===== src/rtl/i2c_power_reader.sv =====
// I2C master that repeatedly reads a 16-bit signed register from a power monitor and
// presents it as a 27-bit signed 5.22 sample.
module i2c_power_reader #(
    parameter int unsigned QTR_DIV  = 31,
    parameter logic [6:0]  DEV_ADDR = 7'h40,
    parameter logic [7:0]  REG_PTR  = 8'h01,
    parameter int unsigned GAP_CYC  = 1000
) (
    input  logic        clk,
    input  logic        reset_n,
    input  logic        start,
    input  logic        stop,
    input  logic        sda_in,
    output logic        scl_oe,
    output logic        sda_oe,
    output logic [26:0] data_out,
    output logic        data_valid,
    output logic        busy,
    output logic        nack_err
);

    localparam int unsigned QW = (QTR_DIV > 0) ? $clog2(QTR_DIV + 1) : 1;
    localparam int unsigned GW = (GAP_CYC > 1) ? $clog2(GAP_CYC) : 1;
    localparam logic [QW-1:0] QTR_MAX = QW'(QTR_DIV);
    localparam logic [GW-1:0] GAP_MAX = GW'(GAP_CYC - 1);
    localparam logic [7:0] ADDR_W = {DEV_ADDR, 1'b0};
    localparam logic [7:0] ADDR_R = {DEV_ADDR, 1'b1};

    localparam logic [3:0] S_IDLE   = 4'd0;
    localparam logic [3:0] S_START  = 4'd1;
    localparam logic [3:0] S_WADDR  = 4'd2;
    localparam logic [3:0] S_WACK1  = 4'd3;
    localparam logic [3:0] S_PTR    = 4'd4;
    localparam logic [3:0] S_WACK2  = 4'd5;
    localparam logic [3:0] S_RSTART = 4'd6;
    localparam logic [3:0] S_RADDR  = 4'd7;
    localparam logic [3:0] S_WACK3  = 4'd8;
    localparam logic [3:0] S_RDMSB  = 4'd9;
    localparam logic [3:0] S_MACK   = 4'd10;
    localparam logic [3:0] S_RDLSB  = 4'd11;
    localparam logic [3:0] S_MNACK  = 4'd12;
    localparam logic [3:0] S_STOP   = 4'd13;
    localparam logic [3:0] S_GAP    = 4'd14;

    logic [3:0]    state_q, state_d;
    logic [QW-1:0] qcnt_q, qcnt_d;
    logic [1:0]    phase_q, phase_d;
    logic [2:0]    bit_q, bit_d;
    logic [GW-1:0] gcnt_q, gcnt_d;
    logic [15:0]   rx_q, rx_d;
    logic          txn_nack_q, txn_nack_d;
    logic          run_q, run_d;
    logic          nack_err_q, nack_err_d;
    logic [26:0]   data_out_q, data_out_d;
    logic          data_valid_q, data_valid_d;
    logic          scl_oe_q, scl_d;
    logic          sda_oe_q, sda_d;

    logic active, qtr_end, sample, bit_end;

    assign active  = (state_q != S_IDLE) && (state_q != S_GAP);
    assign qtr_end = active && (qcnt_q == QTR_MAX);
    assign sample  = qtr_end && (phase_q == 2'd2);
    assign bit_end = qtr_end && (phase_q == 2'd3);

    always_comb begin
        state_d      = state_q;
        qcnt_d       = qcnt_q;
        phase_d      = phase_q;
        bit_d        = bit_q;
        gcnt_d       = gcnt_q;
        rx_d         = rx_q;
        txn_nack_d   = txn_nack_q;
        data_out_d   = data_out_q;
        data_valid_d = 1'b0;
        run_d        = stop ? 1'b0 : (start ? 1'b1 : run_q);
        nack_err_d   = start ? 1'b0 : nack_err_q;

        if (active) begin
            if (qtr_end) begin
                qcnt_d  = '0;
                phase_d = phase_q + 2'd1;
            end else begin
                qcnt_d = qcnt_q + 1'b1;
            end
        end

        case (state_q)
            S_IDLE: begin
                if (run_q) begin
                    state_d    = S_START;
                    txn_nack_d = 1'b0;
                end
            end
            S_START:  if (bit_end) begin state_d = S_WADDR; bit_d = 3'd7; end
            S_WADDR, S_PTR, S_RADDR, S_RDMSB, S_RDLSB: begin
                if (sample && (state_q == S_RDMSB || state_q == S_RDLSB)) begin
                    rx_d = {rx_q[14:0], sda_in};
                end
                if (bit_end) begin
                    if (bit_q != 3'd0) begin
                        bit_d = bit_q - 3'd1;
                    end else begin
                        case (state_q)
                            S_WADDR: state_d = S_WACK1;
                            S_PTR:   state_d = S_WACK2;
                            S_RADDR: state_d = S_WACK3;
                            S_RDMSB: state_d = S_MACK;
                            default: state_d = S_MNACK;
                        endcase
                    end
                end
            end
            S_WACK1, S_WACK2, S_WACK3: begin
                if (sample && sda_in) begin
                    txn_nack_d = 1'b1;
                    nack_err_d = 1'b1;
                end
                if (bit_end) begin
                    bit_d = 3'd7;
                    if (txn_nack_q) begin
                        state_d = S_STOP;
                    end else begin
                        case (state_q)
                            S_WACK1: state_d = S_PTR;
                            S_WACK2: state_d = S_RSTART;
                            default: state_d = S_RDMSB;
                        endcase
                    end
                end
            end
            S_RSTART: if (bit_end) begin state_d = S_RADDR; bit_d = 3'd7; end
            S_MACK:   if (bit_end) begin state_d = S_RDLSB; bit_d = 3'd7; end
            S_MNACK:  if (bit_end) state_d = S_STOP;
            S_STOP: begin
                if (bit_end) begin
                    state_d = S_GAP;
                    gcnt_d  = '0;
                    if (!txn_nack_q) begin
                        // raw LSB is 2^-12; 5.22 needs 10 extra fraction bits and one extra sign bit
                        data_out_d   = {rx_q[15], rx_q, 10'b0};
                        data_valid_d = 1'b1;
                    end
                end
            end
            S_GAP: begin
                if (gcnt_q == GAP_MAX) begin
                    gcnt_d     = '0;
                    state_d    = run_q ? S_START : S_IDLE;
                    txn_nack_d = 1'b0;
                end else begin
                    gcnt_d = gcnt_q + 1'b1;
                end
            end
            default: state_d = S_IDLE;
        endcase
    end

    // Bus drive is derived from next-state so both open-drain enables come straight from flops.
    always_comb begin
        scl_d = 1'b0;
        sda_d = 1'b0;
        case (state_d)
            S_IDLE, S_GAP: begin
                scl_d = 1'b0;
                sda_d = 1'b0;
            end
            S_START: begin
                scl_d = (phase_d == 2'd3);
                sda_d = (phase_d != 2'd0);
            end
            S_RSTART: begin
                scl_d = (phase_d == 2'd0) || (phase_d == 2'd3);
                sda_d = phase_d[1];
            end
            S_STOP: begin
                scl_d = (phase_d == 2'd0);
                sda_d = !phase_d[1];
            end
            S_WADDR: begin
                scl_d = (phase_d == 2'd0) || (phase_d == 2'd3);
                sda_d = !ADDR_W[bit_d];
            end
            S_PTR: begin
                scl_d = (phase_d == 2'd0) || (phase_d == 2'd3);
                sda_d = !REG_PTR[bit_d];
            end
            S_RADDR: begin
                scl_d = (phase_d == 2'd0) || (phase_d == 2'd3);
                sda_d = !ADDR_R[bit_d];
            end
            S_MACK: begin
                scl_d = (phase_d == 2'd0) || (phase_d == 2'd3);
                sda_d = 1'b1;
            end
            default: begin
                scl_d = (phase_d == 2'd0) || (phase_d == 2'd3);
                sda_d = 1'b0;
            end
        endcase
    end

    always_ff @(posedge clk or negedge reset_n) begin
        if (!reset_n) begin
            state_q      <= S_IDLE;
            qcnt_q       <= '0;
            phase_q      <= 2'd0;
            bit_q        <= 3'd7;
            gcnt_q       <= '0;
            rx_q         <= 16'd0;
            txn_nack_q   <= 1'b0;
            run_q        <= 1'b0;
            nack_err_q   <= 1'b0;
            data_out_q   <= 27'd0;
            data_valid_q <= 1'b0;
            scl_oe_q     <= 1'b0;
            sda_oe_q     <= 1'b0;
        end else begin
            state_q      <= state_d;
            qcnt_q       <= qcnt_d;
            phase_q      <= phase_d;
            bit_q        <= bit_d;
            gcnt_q       <= gcnt_d;
            rx_q         <= rx_d;
            txn_nack_q   <= txn_nack_d;
            run_q        <= run_d;
            nack_err_q   <= nack_err_d;
            data_out_q   <= data_out_d;
            data_valid_q <= data_valid_d;
            scl_oe_q     <= scl_d;
            sda_oe_q     <= sda_d;
        end
    end

    assign scl_oe     = scl_oe_q;
    assign sda_oe     = sda_oe_q;
    assign data_out   = data_out_q;
    assign data_valid = data_valid_q;
    assign busy       = active;
    assign nack_err   = nack_err_q;

endmodule


===== config.mk =====
export PLATFORM = sky130hd
export DESIGN_NAME = i2c_power_reader
export DESIGN_NICKNAME = d
export VERILOG_FILES = /design/src/rtl/i2c_power_reader.sv
export SDC_FILE = /design/constraint.sdc
export NUM_CORES = 1
export LEC_CHECK = 0
export ABC_AREA = 1
export CAP_MARGIN = 20
export CORE_MARGIN = 3
export CORE_UTILIZATION = 45
export CTS_BUF_LIST = sky130_fd_sc_hd__clkbuf_8
export CTS_CLUSTER_SIZE = 28
export DETAILED_ROUTE_END_ITERATION = 12
export GPL_ROUTABILITY_DRIVEN = 0
export GPL_TIMING_DRIVEN = 0
export HOLD_SLACK_MARGIN = 0.08
export PLACE_DENSITY = 0.67
export SETUP_SLACK_MARGIN = 0.05
export SYNTH_ARGS = -nofsm -noshare
export SYNTH_HDL_FRONTEND = slang
export SYNTH_SLANG_ARGS = --single-unit
export TNS_END_PERCENT = 1

===== constraint.sdc =====
create_clock -name clk -period 4.1 [get_ports clk]
set_input_delay 0.82 -clock clk [delete_from_list [all_inputs] [get_ports clk]]
set_output_delay 0.82 -clock clk [all_outputs]
set_load 0.05 [all_outputs]

==> After elaboration in Yosys (flattened, before gate mapping) <==
Memories as Yosys holds them, arrays and structs flattened.
Index checks and enable logic that the tools add are counted.
{ "op_classes": {"eq_ne": 32, "n_addsub": 4, "bitwise_logic": 1, "order_cmp": 1, "n_mux": 42, "reduce_logical": 29} }
{ "op_table": {"columns": ["cell", "count"], "rows": [
  ["$mux W4", 11],
  ["$eq A4 B4 Y1 const B", 10],
  ["$pmux W4 S9", 1],
  ["$eq A4 B3 Y1 const B", 7],
  ["$mux W10", 2],
  ["$pmux W10 S2", 1],
  ["$pmux W4 S4", 1],
  ["$mux W1", 15],
  ["$eq A4 B2 Y1 const B", 3],
  ["$add A10 B1 Y10 const B", 1],
  ["$eq A10 B10 Y1 const B", 1],
  ["$mux W3", 3],
  ["$eq A4 B1 Y1 const B", 2],
  ["$logic_not A4 Y1", 2],
  ["$ne A2 B2 Y1 const B", 4],
  ["$pmux W4 S2", 1],
  ["$pmux W1 S7", 1],
  ["$eq A2 B2 Y1 const B", 3],
  ["$logic_and A1 B1 Y1", 6],
  ["$pmux W1 S3", 2],
  ["$pmux W3 S2", 1],
  ["$reduce_bool A2 Y1", 3],
  ["$reduce_bool A3 Y1", 2],
  ["$reduce_or A6 Y1", 1],
  ["19 further kinds", 25]
]} }
{ "word_totals": {"romBits": 24, "wordCells": 125, "out_inout_bits": 32, "reg_bits": 62, "n_memories": 3, "input_bits": 5} }
{ "memory_table": {"columns": ["name", "words", "word_bits", "read_ports", "rd_ports_with_merged_regs", "wr", "line", "text"], "rows": [
  ["(name not given)", 8, 1, 1, 0, 0, "190", "sda_d = !ADDR_R[bit_d];"],
  ["(name not given)", 8, 1, 1, 0, 0, "186", "sda_d = !REG_PTR[bit_d];"],
  ["(name not given)", 8, 1, 1, 0, 0, "182", "sda_d = !ADDR_W[bit_d];"]
]} }

==> Longest topological paths before layout <==
Gate-level depths: netlist of the first run.
{ "logic_depth": {"depth_word": 10, "ltp_mapped": 18, "ltp_nobuf": 18} }

==> Worst setup path after synthesis of the first run <==
OpenSTA, ideal clock, no wires.
{ "synth_path": {"path_type": "flip-flop to flip-flop", "from": "register qcnt_q[0]", "to": "register data_out_q[19] (netlist: data_out[19])", "setup_slack_ps": 1969, "arrival_time_ps": 2006, "required_time_ps": 3975, "setup_ps": 125, "synth_period_minus_slack_ps": 2131, "path_stages_with_launch": 11, "path_buffers": 1, "path_cell_list": "dfrtp_1 > ha_1 > nand2_1 > nor2_1 > ha_1 > nand4_4 > nor2_1 > inv_2 > nor2_4 > buf_4 > mux2_2"} }
{ "synth_via": {"elab_chain_len": 4} }
{ "synth_rtl": {"columns": ["item", "line", "text"], "rows": [
  ["start: declaration", "46", "logic [QW-1:0] qcnt_q, qcnt_d;"],
  ["start signal: assignment", "220", "qcnt_q <= qcnt_d;"],
  ["$eq A5 B5 Y1", "62", "assign qtr_end = active && (qcnt_q == QTR_MAX);"],
  ["$logic_and A1 B1 Y1", "62", null],
  ["$logic_and A1 B1 Y1", "64", "assign bit_end = qtr_end && (phase_q == 2'd3);"],
  ["$reduce_and A3 Y1 (no line)", null, null],
  ["end signal: assignment", "228", "data_out_q <= data_out_d;"],
  ["end: declaration", "54", "logic [26:0] data_out_q, data_out_d;"]
]} }
No other way between the ends.
A chain may end at the register's enable or synchronous reset.

==> Worst setup path after layout of the first run <==
{ "layout_path": {"from": "register state_q[0]", "to": "output busy"} }
{ "layout_via": {"elab_chain_len": 2, "elab_cells_between_ends": 3, "cone_classes": "eq/ne: 1; reduce/logical: 2"} }
{ "layout_rtl": {"columns": ["item", "line", "text"], "rows": [
  ["start: declaration", "45", "logic [3:0] state_q, state_d;"],
  ["start signal: assignment", "219", "state_q <= state_d;"],
  ["$ne A4 B4 Y1 or $reduce_bool A4 Y1 (tied branches)", "61", "assign active = (state_q != S_IDLE) && (state_q != S_GAP);"],
  ["$logic_and A1 B1 Y1 (*)", "61", null],
  ["end: declaration", "18", "output logic busy,"]
]} }
Every way passes the cells marked *; elsewhere a longest branch is shown, timed or not.

==> impl_metrics.toml, run 1 <==
[critical_path]
path_delay_family = "buffers and inverters"
timing.critical_path.cells = "nor2_1, nand2_4, inv_1, nor2_2, clkdlybuf4s50_1"
arrival_ns = 2.39
worst_path_largest_cell_delay_ns = 0.88
crit_path_start_kind = "flip-flop"
crit_path_top_delay_cell = "clkdlybuf4s50_1"
cp_data_required_time_ns = 3.28
worstSetupPathType = "flip-flop to primary output"
critical_path.endpoint_type = "primary output"
regToRegSetupSlack_ns = 1.66
cp_num_buf_inv = 2
critPathMaxFanout = 8

[clocking]
post_cts_buffers = 0
clk_latency_worst_skew_pair_ns = 0.33
cts_tree = "yes"
cts_repair_resize_count = 0
buffers_from_clock_root_to_sink_at_most = 2
cts_buffers = 9
post_cts_hold_buffer_count = 0
clk_pin_slew_worst_paths_ns = 0.07
cts_root_buf = "clkbuf_8"
ctsHtreeMaxLevel = 3
clock_sink_count = 62

[cells_and_area]
nets = 500
stdcell_count = 590
layout-area-overhead-vs-synth_pct = 20.1
insertedDiodeCount = 0
final_layout_size_suffix_gt1_share_pct = 15.3
final_util_pct = 56.7

[detailed_routing]
wirelength_met1_um = 3250
wl_met3_um = 388
dr_total_vias = 2889
initialDrtViolationCount = 117
ant_nets = 0
maxUsedRoutingLayer = "met4"
routed_wl_um = 7200
drc = 0
route.detailed.wl_per_inst_um = 12.2
viasPerCell = 4.90
first_pass_iters = 5
wl_met2_um = 3520

[global_routing]
grt_start_max_net_pins = 35
grt_pass1_wl_um = 12700
vias_in_the_first_global_route = 2790
grt_util_all_layers_pct = 18.1
antenna_found_initial = 0
overflow = 0

[floorplan]
die_width_um = 94.1
i_o_pin_cnt = 37
dieArea_um2 = 8860
design.core.area_um2 = 7410
initial_core_util_pct = 47.2
floorplan.die.height_um = 94.1
row_count = 31

[sta]
setup_ws_ns = 0.894
final_min_period_over_clock_period_pct = 78.2
timing.final.crit_period_ns = 3.21
report.final.slew_viol_count = 0
maxSlewHeadroom_pct = 54.3
timing.fmax_mhz = 312
report.final.hold_viol_count = 0
fin_hold_ws_ns = 0.490
rsz0062_at_grt = "false"
fin_tns_setup_ns = 0
final.setup_skew_ns = 0.00746
timing.final.setup_violations = 0
max_slew.worst_pin.slew_ns = 0.686

[pwr]
irDropWorstVdd_mv = 0.417
total_leakage_power_nw = 2.16
cellPowerDensity_nw_per_um2 = 461

[yosys]
synth_seq_area_share_pct = 44.5
yosys_register_bits = 62
syn_std_cell_area_um2 = 3500
syn_avg_cell_area_um2 = 7.96
synthesis.yosys.warnings = 0
synth_cell_types = 37
post_synth_inst_count = 439

[min_path]
timing.hold.worst.class = "flip-flop to flip-flop"

[flow_run]
maxCapViolations = 0

[placement]
buffer_ports.inserted = 26
post-place-ws_ns = 1.26
cell_count_post_placement = 574
hpwlAfterDp_um = 5470

[run_status]
result_of_the_run = "complete, no violations"
synthesized netlist by cell type, drive strengths merged:
cell    instances  share of area [%]
o211ai          1               0.21
nand4           3               0.97
a221oi          1               0.25
dfrtp          59                 42
nand2         123                 14
a21oi          23                3.4
o21a           10                2.1
o21ai          19                2.7
dfstp           3                2.3
a31oi           1               0.18
nand3          32                6.2
clkbuf          3               0.32
nor3            3               0.43
nor3b           1               0.21
buf            14                3.0
o31ai           1               0.21
xor2            2               0.50
o22ai           2               0.36
o32ai           2               0.50
conb            1               0.11
inv            57                6.1
ha              9                3.2
a32o            1               0.29
mux2            9                2.9
nor2           59                7.1
layout by cell type (no fill, tap or decap), types with 10 or more instances in the layout:
master / Yosys / final
conb_1: 1 / 10
o21a_1: 10 / 10
nand2_1: 115 / 115
buf_4: 12 / 12
clkdlybuf4s50_1: 0 / 25
nor2_1: 52 / 52
inv_1: 50 / 50
nand3_1: 25 / 25
o21ai_0: 17 / 17
a21oi_1: 22 / 22
dfrtp_1: 59 / 59
power breakdown:
part	internal (mW)	switching, mW
clock	0.468	0.249
combinational	0.168	0.343
sequential	0.669	0.0373
worst reg2reg max path: stages (launching register included):
cell and delay [ns]:
dfrtp_1 0.38, ha_1 0.18, nand2_1 0.07, nor2_1 0.09, ha_1 0.33, nand4_4 0.16
nor2_1 0.21, inv_2 0.11, nor2_4 0.20, buf_4 0.23, mux2_2 0.35
state kept, by name, summed over array words and instances, names as in the netlist:
| name | count |
|---|---|
| data_out | 16 |
| rx_q | 16 |
| gcnt_q | 10 |
| qcnt_q | 5 |
| state_q | 4 |
| bit_q | 3 |
| phase_q | 2 |
| data_valid | 1 |
| nack_err | 1 |
| run_q | 1 |
| scl_oe | 1 |
| sda_oe | 1 |
| txn_nack_q | 1 |
cell type report:
| cell class | instances | area, µm² |
|---|---|---|
| Tap cell | 99 | 124 |
| Timing Repair Buffer | 27 | 275 |
| Fill cell | 678 | 3210 |
| Buffer | 17 | 118 |
| Sequential cell | 62 | 1560 |
| Multi-Input combinational cell | 312 | 1640 |
| Inverter | 57 | 214 |
| Clock inverter | 7 | 145 |
| Clock buffer | 9 | 124 |
metrics by stage:
stage          total power [mW]  instance area (µm²)
2_1_floorplan              1.10                 3530
3_5_place_dp               1.23                 3930
6_report                   1.94                 4200
3_3_place_gp               1.22                 3910
5_1_grt                    2.06                 4200
4_1_cts                    1.96                 4200
worst paths after layout:
check                                          from                  endpoint  cells past startpoint
setup / recovery               state_q[0]$_DFF_PN0_                      busy                      5
hold / removal             data_out[18]$_DFFE_PN0P_  data_out[18]$_DFFE_PN0P_                      1
setup reg to reg              qcnt_q[0]$_DFFE_PN0N_  data_out[21]$_DFFE_PN0P_                     10
hold reg to reg            data_out[18]$_DFFE_PN0P_  data_out[18]$_DFFE_PN0P_                      1
max in group asynchronous                   reset_n        bit_q[1]$_DFF_PN1_                      2
min in group asynchronous                   reset_n      rx_q[15]$_DFFE_PN0P_                      1
cell families (layout without fill, tap and decap cells):
logic type / count (synthesis) / in the layout / synth area share [%]
compound gates: 61 / 61 / 10.3
xor+xnor: 2 / 2 / 0.501
fa+ha+maj: 9 / 9 / 3.22
buf+inv: 74 / 117 / 9.48
flops: 62 / 62 / 44.5
mux: 9 / 9 / 2.90
other cells: 1 / 10 / 0.107
simple gates: 221 / 221 / 29.0
layer usage:
| layer | vias to the layer above | global-route usage (%) |
|---|---|---|
| li1 | 1479 | - |
| met1 | 1338 | 23.7 |
| met3 | 4 | 4.57 |
| met4 | 0 | 7.46 |
| met2 | 68 | 28.4 |
| met5 | - | 0 |
No activity file was read; power rests on OpenSTA's default activity.
==> run 2, diff against run 1 <==
--- a/config.mk
+++ b/config.mk
@@ -15,7 +15,7 @@
 export GPL_ROUTABILITY_DRIVEN = 0
 export GPL_TIMING_DRIVEN = 0
 export HOLD_SLACK_MARGIN = 0.08
-export PLACE_DENSITY = 0.67
+export PLACE_DENSITY = 0.69
 export SETUP_SLACK_MARGIN = 0.05
 export SYNTH_ARGS = -nofsm -noshare
 export SYNTH_HDL_FRONTEND = slang
==> constraint.sdc (replaced) <==
create_clock -name clk -period 2.7 [get_ports clk]
set_input_delay 0.54 -clock clk [delete_from_list [all_inputs] [get_ports clk]]
set_output_delay 0.54 -clock clk [all_outputs]
set_load 0.05 [all_outputs]
==> run 2 against run 1 <==
Global-route usage rose by 0.18 points. Register-to-register slack got worse by 1.3 ns. Critical path depth rose by 5. Sequential cell count did not move. Critical endpoint is now data_out[21]$_DFFE_PN0P_. Largest cell class unchanged. Highest routed layer unchanged.
==> impl_metrics.toml, run 2 (synthesis gave the netlist of run 1 again) <==
[run_status]
result_of_the_run = "complete, no violations"

[detailed_routing]
initialDrtViolationCount = 116
route.detailed.wl_per_inst_um = 12.3
viasPerCell = 4.96
drc = 0
first_pass_iters = 4
ant_nets = 0
dr_total_vias = 2924
routed_wl_um = 7270

[global_routing]
grt_start_max_net_pins = 33
overflow = 0
grt_pass1_wl_um = 12700
vias_in_the_first_global_route = 2766
antenna_found_initial = 0
grt_util_all_layers_pct = 18.3

[sta]
setup_ws_ns = 0.313
maxSlewHeadroom_pct = 52.5
timing.fmax_mhz = 419
report.final.slew_viol_count = 0
max_slew.worst_pin.slew_ns = 0.712
timing.final.crit_period_ns = 2.39
final.setup_skew_ns = 0.00690
final_min_period_over_clock_period_pct = 88.4
report.final.hold_viol_count = 0
timing.final.setup_violations = 0
fin_tns_setup_ns = 0
rsz0062_at_grt = "false"

[floorplan]
i_o_pin_cnt = 37
die_width_um = 94.1
design.core.area_um2 = 7410
row_count = 31
dieArea_um2 = 8860
initial_core_util_pct = 47.2
floorplan.die.height_um = 94.1

[cells_and_area]
top_library_cells_by_usage_in_the_layout_fill_and_taps_aside = "nand2_1 (115), dfrtp_1 (59), nor2_1 (52), inv_1 (51), nand3_1 (25)"
most_common_library_cell_in_the_layout_ignoring_fill_and_taps = "nand2_1"
insertedDiodeCount = 0
layout-area-overhead-vs-synth_pct = 17.7
final_layout_size_suffix_gt1_share_pct = 15.5
stdcell_count = 590
final_util_pct = 55.5
num-fill-cells = 704
nets = 500

[critical_path]
critPathMaxFanout = 10
cp_common_cell = "nor2_1"
timing.critical_path.cells = "ha_1, nand2_1, nor2_1, ha_2, nand4_4, nor2_1, inv_2, nor2_4, buf_4, mux2_2"
critical_path.endpoint_type = "flip-flop"
regToRegStartpoint = "qcnt_q[0]$_DFFE_PN0N_"
worst_path_largest_cell_delay_ns = 0.39
critical_path.startpoint = "qcnt_q[0]$_DFFE_PN0N_"
cp_num_buf_inv = 2
cp_data_required_time_ns = 2.93
worstSetupPathType = "flip-flop to flip-flop"
arrival_ns = 2.61
crit_path_start_kind = "flip-flop"
crit_path_top_delay_cell = "dfrtp_1"
path_delay_family = "simple AND/OR/NAND/NOR gates"

[placement]
hpwlAfterDp_um = 5470
buffer_ports.inserted = 26
post-place-ws_ns = 0.157
cell_count_post_placement = 574

[flow_run]
maxCapViolations = 0

[pwr]
post-layout-total-power_mw = 2.63
total_leakage_power_nw = 2.13
cellPowerDensity_nw_per_um2 = 640
irDropWorstVdd_mv = 0.515

[clocking]
cts_buffers = 9
buffers_from_clock_root_to_sink_at_most = 2
ctsHtreeMaxLevel = 3
cts_root_buf = "clkbuf_8"
clock_sink_count = 62
clk_pin_slew_worst_paths_ns = 0.07
clk_latency_worst_skew_pair_ns = 0.34
cts_tree = "yes"

[min_path]
timing.hold.worst.class = "input pin to async pin"
## run 2: cell types whose count changed in the layout (fill, tap and decap cells not counted)
cell | previous run | this run
clkinv_2 | 0 | 3
inv_1 | 50 | 51
clkbuf_2 | 0 | 1
bufinv_16 | 4 | 1
ha_1 | 9 | 8
clkdlybuf4s50_1 | 25 | 24
ha_2 | 0 | 1
clkinv_4 | 1 | 0
## run 2: metrics by stage
stage                     area, µm²  hold slack, ns
after floorplan                3530           0.244
after global placement         3910           0.465
after detailed placement       3930           0.466
after CTS                      4120           0.257
after global routing           4120           0.285
final                          4120           0.244
## run 2: worst paths after layout
check	slack [ns]	depth (start not counted)	to
max	0.31	10	data_out[21]$_DFFE_PN0P_
min	0.24	1	data_valid$_DFF_PN0_
max reg2reg	0.31	10	data_out[21]$_DFFE_PN0P_
min reg2reg	0.48	2	nack_err$_DFF_PN0_
max in group asynchronous	1.76	2	bit_q[1]$_DFF_PN1_
min in group clk	0.48	2	nack_err$_DFF_PN0_
## run 2: area by class of cell
class	instances	area, µm²	area share, %
buffer	17	118	2.86
clock buffer	9	124	3.01
clock inverter	7	65.1	1.58
inverter	57	214	5.20
multi-input combinational	312	1650	40.0
sequential	62	1560	37.8
tap	99	124	3.01
timing repair buffer	27	270	6.57
## run 2: worst register-to-register path, cell delays in order, from the launching register on
cell,delay [ns]
dfrtp_1,0.39
ha_1,0.18
nand2_1,0.07
nor2_1,0.10
ha_2,0.27
nand4_4,0.14
nor2_1,0.22
inv_2,0.12
nor2_4,0.21
buf_4,0.23
mux2_2,0.35
## run 2: routing by layer
layer	routed length (µm)	vias up	GRT usage, %	share of wire, %
met5	0	-	0	0
met4	119	0	9.51	1.6
met3	323	10	3.77	4.4
met2	3530	66	28.9	49
met1	3290	1374	23.5	45
li1	-	1474	-	-
## run 2: power breakdown
part	internal (mW)	total [mW]	leakage, nW	switching, mW
Combinational	0.249	0.773	1.20	0.523
Clock	0.421	0.785	0.101	0.365
Sequential	1.02	1.08	0.831	0.0584
## run 2: repair_timing
action / CTS / global route
gates resized for setup: 1 / 3
buffers inserted: 0 / 0
hold buffers: 0 / 0
gates cloned: 0 / 0
setup endpoints to repair: 1 / 4
==> run 3, diff against run 2 <==
--- a/config.mk
+++ b/config.mk
@@ -6,7 +6,6 @@
 export NUM_CORES = 1
 export LEC_CHECK = 0
 export ABC_AREA = 1
-export CAP_MARGIN = 20
 export CORE_MARGIN = 3
 export CORE_UTILIZATION = 45
 export CTS_BUF_LIST = sky130_fd_sc_hd__clkbuf_8
==> results of run 3 <==
Same layout as run 2: the final DEF is identical, and so are final timing and power.
